$ cat src/rtl/uart_pkg.sv
// Shared UART types and constants for the ALU-facing serial port.
// Both TX and RX FSMs walk the same IDLE/START/DATA/STOP sequence.
package uart_pkg;
    typedef enum logic [1:0] {
        IDLE  = 2'd0,
        START = 2'd1,
        DATA  = 2'd2,
        STOP  = 2'd3
    } uartState_t;

    localparam int CLKS_PER_BIT_DEF = 434;
    localparam int BIT_CNT_W        = $clog2(CLKS_PER_BIT_DEF);
endpackage

$ cat src/rtl/uart_rx_deser.sv
// 8N1 deserializer: 2-FF synchronizer, start-glitch reject, stop-bit framing check.
// Byte/error strobe one cycle after the stop-bit mid sample; no backpressure, consumer must take the strobe.
module uart_rx_deser
    import uart_pkg::*;
#(
    parameter int CLKS_PER_BIT = CLKS_PER_BIT_DEF
) (
    input  logic       clk,
    input  logic       reset,
    input  logic       uartRx,
    output logic [7:0] rxByte,
    output logic       rxByteVld,
    output logic       rxFrameErr
);
    localparam int CW = $clog2(CLKS_PER_BIT);
    localparam logic [CW-1:0] LAST = CW'(CLKS_PER_BIT - 1);
    localparam logic [CW-1:0] HALF = CW'(CLKS_PER_BIT / 2 - 1);

    logic          rxMeta, rxSync, rxPrev;
    uartState_t    state, stateNext;
    logic [CW-1:0] cnt, cntNext;
    logic [2:0]    bitIdx, bitIdxNext;
    logic [7:0]    shreg, shregNext;
    logic          byteDone, frameBad;

    always_ff @(posedge clk or posedge reset) begin
        if (reset) begin
            rxMeta <= 1'b1;
            rxSync <= 1'b1;
            rxPrev <= 1'b1;
        end else begin
            rxMeta <= uartRx;
            rxSync <= rxMeta;
            rxPrev <= rxSync;
        end
    end

    always_comb begin
        stateNext  = state;
        cntNext    = cnt;
        bitIdxNext = bitIdx;
        shregNext  = shreg;
        byteDone   = 1'b0;
        frameBad   = 1'b0;
        case (state)
            IDLE: begin
                if (rxPrev && !rxSync) begin
                    stateNext = START;
                    cntNext   = '0;
                end
            end
            START: begin
                // Half-bit recheck aligns all later samples to mid-bit.
                if (cnt == HALF) begin
                    cntNext    = '0;
                    bitIdxNext = '0;
                    stateNext  = rxSync ? IDLE : DATA;
                end else begin
                    cntNext = cnt + 1'b1;
                end
            end
            DATA: begin
                if (cnt == LAST) begin
                    cntNext    = '0;
                    shregNext  = {rxSync, shreg[7:1]};
                    bitIdxNext = bitIdx + 1'b1;
                    if (bitIdx == 3'd7) stateNext = STOP;
                end else begin
                    cntNext = cnt + 1'b1;
                end
            end
            STOP: begin
                if (cnt == LAST) begin
                    cntNext   = '0;
                    stateNext = IDLE;
                    byteDone  = rxSync;
                    frameBad  = !rxSync;
                end else begin
                    cntNext = cnt + 1'b1;
                end
            end
            default: stateNext = IDLE;
        endcase
    end

    always_ff @(posedge clk or posedge reset) begin
        if (reset) begin
            state      <= IDLE;
            cnt        <= '0;
            bitIdx     <= '0;
            shreg      <= '0;
            rxByteVld  <= 1'b0;
            rxFrameErr <= 1'b0;
        end else begin
            state      <= stateNext;
            cnt        <= cntNext;
            bitIdx     <= bitIdxNext;
            shreg      <= shregNext;
            rxByteVld  <= byteDone;
            rxFrameErr <= frameBad;
        end
    end

    // Shift register is stable from the last data bit until the next frame's first data bit.
    assign rxByte = shreg;
endmodule

$ cat src/rtl/uart_port.sv
// ALU-facing UART: 8N1 TX serializer, RX deserializer, 1-byte RX holding register with read ack.
// TX start bit the cycle after accept, ready low 10 bit times; RX byte acked the cycle after req meets a held byte.
module uart_port
    import uart_pkg::*;
#(
    parameter int CLKS_PER_BIT = CLKS_PER_BIT_DEF
) (
    input  logic       clk,
    input  logic       reset,
    input  logic       uartRx,
    output logic       uartTx,
    input  logic       uartReadReq,
    output logic       uartReadAck,
    output logic [7:0] uartData,
    input  logic       uartWriteReq,
    input  logic [7:0] uartWriteData,
    output logic       uartWriteReady,
    output logic       rxFrameError,
    output logic       rxOverrun
);
    localparam int CW = $clog2(CLKS_PER_BIT);
    localparam logic [CW-1:0] LAST = CW'(CLKS_PER_BIT - 1);

    uartState_t    txState, txStateNext;
    logic [CW-1:0] txCnt, txCntNext;
    logic [2:0]    txBitIdx, txBitIdxNext;
    logic [7:0]    txShreg, txShregNext;

    logic [7:0] rxByte;
    logic       rxByteVld, rxFrameErr;
    logic [7:0] rxHold;
    logic       rxHoldVld;
    logic       readTake;

    uart_rx_deser #(.CLKS_PER_BIT(CLKS_PER_BIT)) rxDeser (
        .clk        (clk),
        .reset      (reset),
        .uartRx     (uartRx),
        .rxByte     (rxByte),
        .rxByteVld  (rxByteVld),
        .rxFrameErr (rxFrameErr)
    );

    always_comb begin
        txStateNext  = txState;
        txCntNext    = txCnt;
        txBitIdxNext = txBitIdx;
        txShregNext  = txShreg;
        case (txState)
            IDLE: begin
                if (uartWriteReq) begin
                    txShregNext = uartWriteData;
                    txCntNext   = '0;
                    txStateNext = START;
                end
            end
            START: begin
                if (txCnt == LAST) begin
                    txCntNext    = '0;
                    txBitIdxNext = '0;
                    txStateNext  = DATA;
                end else begin
                    txCntNext = txCnt + 1'b1;
                end
            end
            DATA: begin
                if (txCnt == LAST) begin
                    txCntNext    = '0;
                    txShregNext  = {1'b1, txShreg[7:1]};
                    txBitIdxNext = txBitIdx + 1'b1;
                    if (txBitIdx == 3'd7) txStateNext = STOP;
                end else begin
                    txCntNext = txCnt + 1'b1;
                end
            end
            STOP: begin
                if (txCnt == LAST) begin
                    txCntNext   = '0;
                    txStateNext = IDLE;
                end else begin
                    txCntNext = txCnt + 1'b1;
                end
            end
            default: txStateNext = IDLE;
        endcase
    end

    always_ff @(posedge clk or posedge reset) begin
        if (reset) begin
            txState  <= IDLE;
            txCnt    <= '0;
            txBitIdx <= '0;
            txShreg  <= '0;
        end else begin
            txState  <= txStateNext;
            txCnt    <= txCntNext;
            txBitIdx <= txBitIdxNext;
            txShreg  <= txShregNext;
        end
    end

    always_comb begin
        uartTx = 1'b1;
        case (txState)
            START:   uartTx = 1'b0;
            DATA:    uartTx = txShreg[0];
            default: uartTx = 1'b1;
        endcase
    end

    assign uartWriteReady = (txState == IDLE);

    // Gating on the current ack guarantees an idle cycle between consecutive acks.
    assign readTake = uartReadReq && rxHoldVld && !uartReadAck;

    always_ff @(posedge clk or posedge reset) begin
        if (reset) begin
            rxHold       <= '0;
            rxHoldVld    <= 1'b0;
            uartReadAck  <= 1'b0;
            uartData     <= '0;
            rxFrameError <= 1'b0;
            rxOverrun    <= 1'b0;
        end else begin
            uartReadAck <= readTake;
            if (readTake) uartData <= rxHold;
            if (rxByteVld) begin
                if (!rxHoldVld || readTake) begin
                    rxHold    <= rxByte;
                    rxHoldVld <= 1'b1;
                end else begin
                    rxOverrun <= 1'b1;
                end
            end else if (readTake) begin
                rxHoldVld <= 1'b0;
            end
            if (rxFrameErr) rxFrameError <= 1'b1;
        end
    end
endmodule
$ cat config.mk
export PLATFORM = sky130hd
export DESIGN_NAME = uart_port
export DESIGN_NICKNAME = d
export VERILOG_FILES = /design/src/rtl/uart_pkg.sv /design/src/rtl/uart_rx_deser.sv /design/src/rtl/uart_port.sv
export SDC_FILE = /design/constraint.sdc
export NUM_CORES = 1
export LEC_CHECK = 0
export BUFFER_PORTS_ARGS = -buffer_cell sky130_fd_sc_hd__clkbuf_2
export CAP_MARGIN = 40
export CORE_UTILIZATION = 48
export DETAILED_ROUTE_END_ITERATION = 16
export PLACE_DENSITY = 0.71
export SYNTH_ARGS = -nofsm -noshare
export SYNTH_HDL_FRONTEND = slang
export SYNTH_SLANG_ARGS = --single-unit
$ cat constraint.sdc
create_clock -name clk -period 4 [get_ports clk]
set_input_delay 0.2 -clock clk [delete_from_list [all_inputs] [get_ports clk]]
set_output_delay 0.2 -clock clk [all_outputs]
set_load 0.05 [all_outputs]
### Word-level counts from Yosys, hierarchy flattened

Index checks and enable logic that the tools add are counted.
Widths: inputs -> output; s select.

| word-level totals | value |
|---|---|
| flip-flop bits (word level) | 69 |
| bits of input ports | 13 |
| output and inout bits | 13 |
| logic and storage cells | 107 |

| operators by class | value |
|---|---|
| $add $sub $neg | 4 |
| eq/ne operators | 22 |
| multiplexer cells | 37 |
| bitwise logic cells | 1 |
| reduce and logical (&&, ||, !) cells | 24 |

Operator list:

| cell | count |
|---|---|
| $mux 9 | 5 |
| $pmux 9 s3 | 1 |
| $mux 2 | 11 |
| $add 9x1->9 const B | 2 |
| $eq 9x9->1 const B | 2 |
| $pmux 9 s2 | 1 |
| $mux 8 | 2 |
| $pmux 2 s4 | 2 |
| $pmux 8 s2 | 1 |
| $mux 3 | 4 |
| $ne 2x2->1 const B | 6 |
| $pmux 3 s2 | 2 |
| $ne 2x1->1 const B | 5 |
| $reduce_and 5->1 | 2 |
| $eq 9x8->1 const B | 1 |
| $reduce_and 3->1 | 3 |
| $eq 2x2->1 const B | 4 |
| $reduce_and 2->1 | 4 |
| $reduce_bool 2->1 | 4 |
| $mux 1 | 7 |
| $add 3x1->3 const B | 2 |
| $eq 3x3->1 const B | 2 |
| $eq 2x1->1 const B | 2 |
| $logic_not 2->1 | 2 |
| other kinds (7) | 11 |

### Depth between registers and ports, before layout

| depth | value |
|---|---|
| depth in word-level cells | 5 |
| mapped depth | 7 |
| depth with buffers taken out | 6 |

### Modules after synthesis

Synthesis repeated with hierarchy kept, for this count alone.

| second synthesis, totals | value |
|---|---|
| cells, all modules | 296 |
| area total of the unflattened synthesis | 3,289.4 um2 |

By module, submodules not included:

| module | times used | cells an instance | area an instance (um2) | seq. area each (um2) |
|---|---|---|---|---|
| uart_port | 1 | 176 | 1,960.6 | 1,051.0 |
| uart_rx_deser | 1 | 120 | 1,328.8 | 679.4 |

### Worst setup path before layout

OpenSTA, ideal clock, no wires.

| timing | value |
|---|---|
| path kind | register to register |
| start | reg txState[0] |
| end | reg txShreg[0] |
| library setup time | 125 ps |
| arrival time | 2,068 ps |
| path slack | 1,808 ps |
| cell stages (with the launch flop) | 8 |
| buffers on the path | 1 |
| cells stage by stage | dfrtp_1 -> inv_1 -> ha_1 -> nand2b_1 -> clkbuf_1 -> o21ai_0 -> a21oi_2 -> mux2_2 |

| on the way | value |
|---|---|
| word-level cells in the longest chain between the ends | 3 |
| elaborated cells on any way between the ends | 7 |
| those cells by class | eq/ne: 3; mux: 1; reduce/logical: 3 |

RTL lines:

| what | RTL line | RTL |
|---|---|---|
| from (decl) | uart_port.sv:24 | `uartState_t txState, txStateNext;` |
| from (signal assigned) | uart_port.sv:95 | `txState <= txStateNext;` |
| $logic_not 2->1 (*) | - |  |
| named net uartWriteReady | uart_port.sv:17 | `output logic uartWriteReady,` |
| $ne 2x2->1 (no source line) / $reduce_bool 2->1 (equally long branches) | - |  |
| $reduce_and 3->1 (no source line) | - |  |
| to (signal assigned) | uart_port.sv:98 | `txShreg <= txShregNext;` |
| to (decl) | uart_port.sv:27 | `logic [7:0] txShreg, txShregNext;` |

Mark *: on every way through the listed nets, which the timed path passes. The rest lies on a longest branch.
A chain may end at the register's enable or synchronous reset.

### Worst setup path after layout

| timing | value |
|---|---|
| start | reg txState[0] |
| end | out uartTx |

| on the way | value |
|---|---|
| word-level cells in the longest chain between the ends | 2 |
| elaborated cells on any way between the ends | 3 |
| those cells by class | eq/ne: 2; mux: 1 |

RTL lines:

| what | RTL line | RTL |
|---|---|---|
| $eq 2x2->1 / $eq 2x1->1 (equally long branches) | uart_port.sv:104 | `case (txState)` |
| $pmux 1 s2 (*) | uart_port.sv:104 |  |
| to (decl) | uart_port.sv:11 | `output logic uartTx,` |

Every way passes the cells marked *; elsewhere a longest branch is shown, timed or not.

==> summary by stage <==
Placement
Counting tap cells, the placed design contains a total of 400 instances. The cell area after placement is 3530 um^2. The congestion estimate from routability-driven global placement came to 0.797. After legalization and detailed placement, the total HPWL measured 4.08 mm. The port buffer count is 25.

Power and ir drop
The net switching component of the power is 0.768 mW. The internal power of the cells totals 1.55 mW. Dividing total power by cell area gives a power density of 609 nW/um^2. In this run the static leakage power is 1.88 nW. The clock network fraction of total power is 30.5%.

The switching power as a share of total power is 33.1%. Registers are responsible for 38.0% of the overall power. The worst-case IR drop observed on VDD is 0.000279 V. Of the total power, combinational logic draws 31.5%.

Logic synthesis
When the netlist entered floorplanning its net count stood at 334. The count of unique library cells instantiated by Yosys is 46. In this run, synthesis produced a sequential element count of 69. Synthesis handed over a netlist of 303 instances.

The synthesized netlist occupies a cell area of 3340 um^2. In this run the mean area of a mapped cell was 11.0 um^2. The most used flip-flop cell after synthesis is dfrtp_1.

For this run, the register share of the synthesized area comes to 51.8%. The number of enable-type register cells in the synthesized netlist is 0. The fraction of synthesis flops using an asynchronous set or reset pin is 100%. During synthesis, Yosys emitted a total of 0 warnings.

Clock network
CTS saw 69 sinks. The worst-case clock buffer depth is 2. The TritonCTS clock tree is built. The tree is rooted in a clkbuf_8. Post-CTS repair changed the size of 0 cells. The clock transition time at the flip-flop clock pins of the worst setup and hold paths is 70 ps. Counting the buffers created by CTS gives 9. CTS built an H-tree with a depth of 3. The clock insertion delay at the later pin of the skew report is 340 ps.

Critical path
The endpoint class of the critical path is an output pin. The endpoint arrival time on the critical path is 2110 ps. Along the worst path, the maximum fanout reaches 16. The register-to-register setup slack is 1800 ps. By startpoint and endpoint, the worst setup path is classified as reg -> out. The critical path goes through inv_1, ha_1, inv_1, a21oi_1, clkbuf_2. Data on the critical path is required at its endpoint by 3800 ps. The critical path launch point type is a flip-flop.

The largest individual stage delay along the critical path comes from the cell ha_1. The most common cell type on the critical path is inv_1. On the worst path, the slowest cell contributes a delay of 550 ps.

Finish
The non-filler instance count after layout is 418. The area growth from synthesis to layout is 14.2%. After filler insertion, the fill cell instance count of the layout stands at 564. The combined flip-flop and latch cell area is 1730 um^2.

0 antenna diodes ended up in the layout. The final standard cell area without fillers is 3810 um^2. In the final layout, the share of cells above drive strength 1 is 24.9%.

After the last flow step, the layout net total stands at 364. The multi-input combinational cell area is 1520 um^2.

Floorplan
The overall die height is 85.4 um. The starting density of the core is 49.4%. The width of the chip is 85.4 um.

The area of the die is 7290 um^2. The total I/O pin count is 26. The number of cell rows is 30. The core region is 6760 um^2.

Timing
Setup repair after global routing left no endpoint under its margin. In the finished design, the share of the clock period the worst path needs comes to 57.8%. The post-route clock skew is 6.35 ps.

The clock period minus worst slack is 2310 ps. The total count of max-transition violations in the final report is 0. The relative slew slack is 39.4%.

Derived from the worst setup path, the maximum achievable clock frequency is 0.433 GHz. Setup violations remaining at the end of the flow were counted as 0. The number of hold violations in the final report is 0. At the pin with the least slew margin, the transition time is 908 ps. The total negative slack is 0 ps.

Route
The first routing iteration left 108 violations. In the final routed layout, each cell accounts on average for 13.9 um. The via count is 2287.

For this run, the detailed router's first-pass iteration total came to 4. For this run, design rule violations remaining after detail routing come to 0. The via count normalized by instance count is 5.47.

The residual antenna-violating net count after detailed routing is 0. After detailed routing, the total wire length is 5.81 mm.

Global routing
The wire length of the first global-routing pass is 9.94 mm. Entering global routing, the biggest net connects 37 pins. The global-route usage over all layers is 17.6%.

The initial antenna violation count came to 0. For this run the aggregate overflow at the end of global routing stands at 0. The via count of the first global-routing pass was 2188.

Run status
The flow ran to the end, and the final reports show no timing, DRC or antenna violations.

Hold path
In this run the worst hold path is classified as in -> reg.

Job
The total of max-cap violations is 0.
==> worst paths after layout <==
kind,startpoint,end,cells after the start
worst min register to register,rxDeser.rxMeta,rxDeser.rxSync,0
worst max-delay path,txState[0],uartTx,5
worst min-delay path,uartWriteData[7],txShreg[7],3
min in group asynchronous,reset,rxFrameError,3
worst max register to register,txState[0],txShreg[0],5
max in group asynchronous,reset,rxDeser.rxMeta,4
==> synthesized netlist by cell type (3+ instances only) <==
| library cell | instances | area share (%) |
|---|---|---|
| a21oi_1 | 5 | 0.75 |
| and2_1 | 6 | 1.1 |
| clkbuf_1 | 7 | 0.79 |
| dfrtp_1 | 66 | 49 |
| dfstp_2 | 3 | 2.4 |
| ha_1 | 18 | 6.7 |
| inv_1 | 14 | 1.6 |
| mux2_2 | 31 | 10 |
| nand2_1 | 51 | 5.7 |
| nand2b_1 | 5 | 0.94 |
| nand3_1 | 6 | 0.90 |
| nand4_1 | 4 | 0.75 |
| nor2_1 | 15 | 1.7 |
| nor2b_1 | 4 | 0.75 |
| nor3_1 | 5 | 0.75 |
| o21a_1 | 3 | 0.67 |
| o21ai_0 | 9 | 1.3 |
| o221ai_1 | 8 | 2.1 |
| or3_1 | 3 | 0.56 |
| xnor2_1 | 3 | 0.79 |
| xor2_1 | 4 | 1.0 |
==> metrics by stage <==
stage | util, % | hold WS [ps] | power, mW | setup slack (ps)
global route | 56.4 | 115 | 2.47 | 1560
global placement | 52.3 | 288 | 1.60 | 1860
floorplan | - | 204 | 1.47 | 1810
finish | 56.4 | 126 | 2.32 | 1690
CTS | 56.4 | 105 | 2.35 | 1670
detailed placement | 52.3 | 292 | 1.63 | 1790
==> area by class of cell <==
type,count,share of cell area (%)
inverter,15,1.48
sequential,69,45.4
timing repair buffer,28,4.00
multi-input combinational,210,39.7
clock inverter,5,2.79
tap,80,2.63
clock buffer,11,3.97
==> sequential cells by signal (all words and copies together) (netlist names), named ones only <==
signal	flops
rxHold	8
txCnt	9
rxDeser.bitIdx	3
rxDeser.rxSync	1
rxDeser.cnt	9
uartReadAck	1
rxDeser.rxFrameErr	1
rxDeser.rxByteVld	1
rxOverrun	1
rxDeser.rxMeta	1
rxFrameError	1
uartData	8
rxDeser.state	1
rxHoldVld	1
txShreg	8
txState	2
rxDeser.rxPrev	1
txBitIdx	3
rxDeser.rxByte	8
==> kinds of logic (layout without fill, tap and decap cells) <==
logic type / after synthesis / in the layout / share of synthesized area [%]
AO/OA/AOI/OAI: 41 / 41 / 9.22
AND/OR/NAND/NOR: 110 / 110 / 16.2
multiplexers: 34 / 34 / 11.4
flip-flops: 69 / 69 / 51.8
XOR/XNOR: 7 / 7 / 1.84
adder cells (fa/ha/maj): 18 / 18 / 6.75
buffers and inverters: 24 / 59 / 2.77
==> timing repair <==
item                                    in CTS  in global routing
endpoints found under the setup margin       0                  0
hold buffers                                 2                  0
hold endpoints to repair                    36                  0
setup buffers                                0                  0
==> worst max-delay path, delay by kind of cell (launching register included) <==
| family | cells | cell delay [ps] |
|---|---|---|
| buffers and inverters | 3 | 590 |
| adder cells (fa/ha/maj) | 1 | 550 |
| flip-flops | 1 | 410 |
| AO/OA/AOI/OAI | 1 | 210 |
==> power by group through the flow <==
stage / Sequential, mW / Combinational, mW / Clock (mW)
6_report: 0.883 / 0.732 / 0.708
5_1_grt: 0.900 / 0.818 / 0.753
4_1_cts: 0.883 / 0.738 / 0.733
3_5_place_dp: 0.895 / 0.733 / 0
3_3_place_gp: 0.888 / 0.708 / 0
2_1_floorplan: 0.873 / 0.602 / 0
==> layer usage <==
layer	up-vias	wire length, um	track usage (%)
li1	1118	-	-
met1	1133	2760	22.8
met2	26	2790	27.8
met3	10	128	3.60
met4	0	133	10.0
met5	-	0	0
==> cell usage in the layout, fill, tap and decap left out, types with 2 or more instances in the layout <==
cell type / Yosys / layout
a21oi_1: 5 / 5
a32o_1: 2 / 2
and2_1: 6 / 6
bufinv_16: 0 / 3
clkbuf_2: 0 / 25
clkbuf_8: 0 / 11
dfrtp_1: 66 / 66
dfstp_2: 3 / 3
dlygate4sd3_1: 0 / 2
ha_1: 18 / 18
inv_1: 14 / 13
mux2_2: 31 / 31
mux2i_1: 2 / 2
nand2_1: 51 / 51
nand2b_1: 5 / 5
nand3_1: 6 / 6
nand3b_1: 2 / 2
nand4_1: 4 / 4
nand4b_1: 2 / 2
nor2_1: 15 / 15
nor2b_1: 4 / 4
nor3_1: 5 / 5
o21a_1: 3 / 3
o21ai_0: 9 / 9
o21ai_1: 2 / 2
o221ai_1: 8 / 8
o41a_1: 2 / 2
o41ai_1: 2 / 2
or3_1: 3 / 3
xnor2_1: 3 / 3
xor2_1: 4 / 4
No activity file was read; power rests on OpenSTA's default activity.
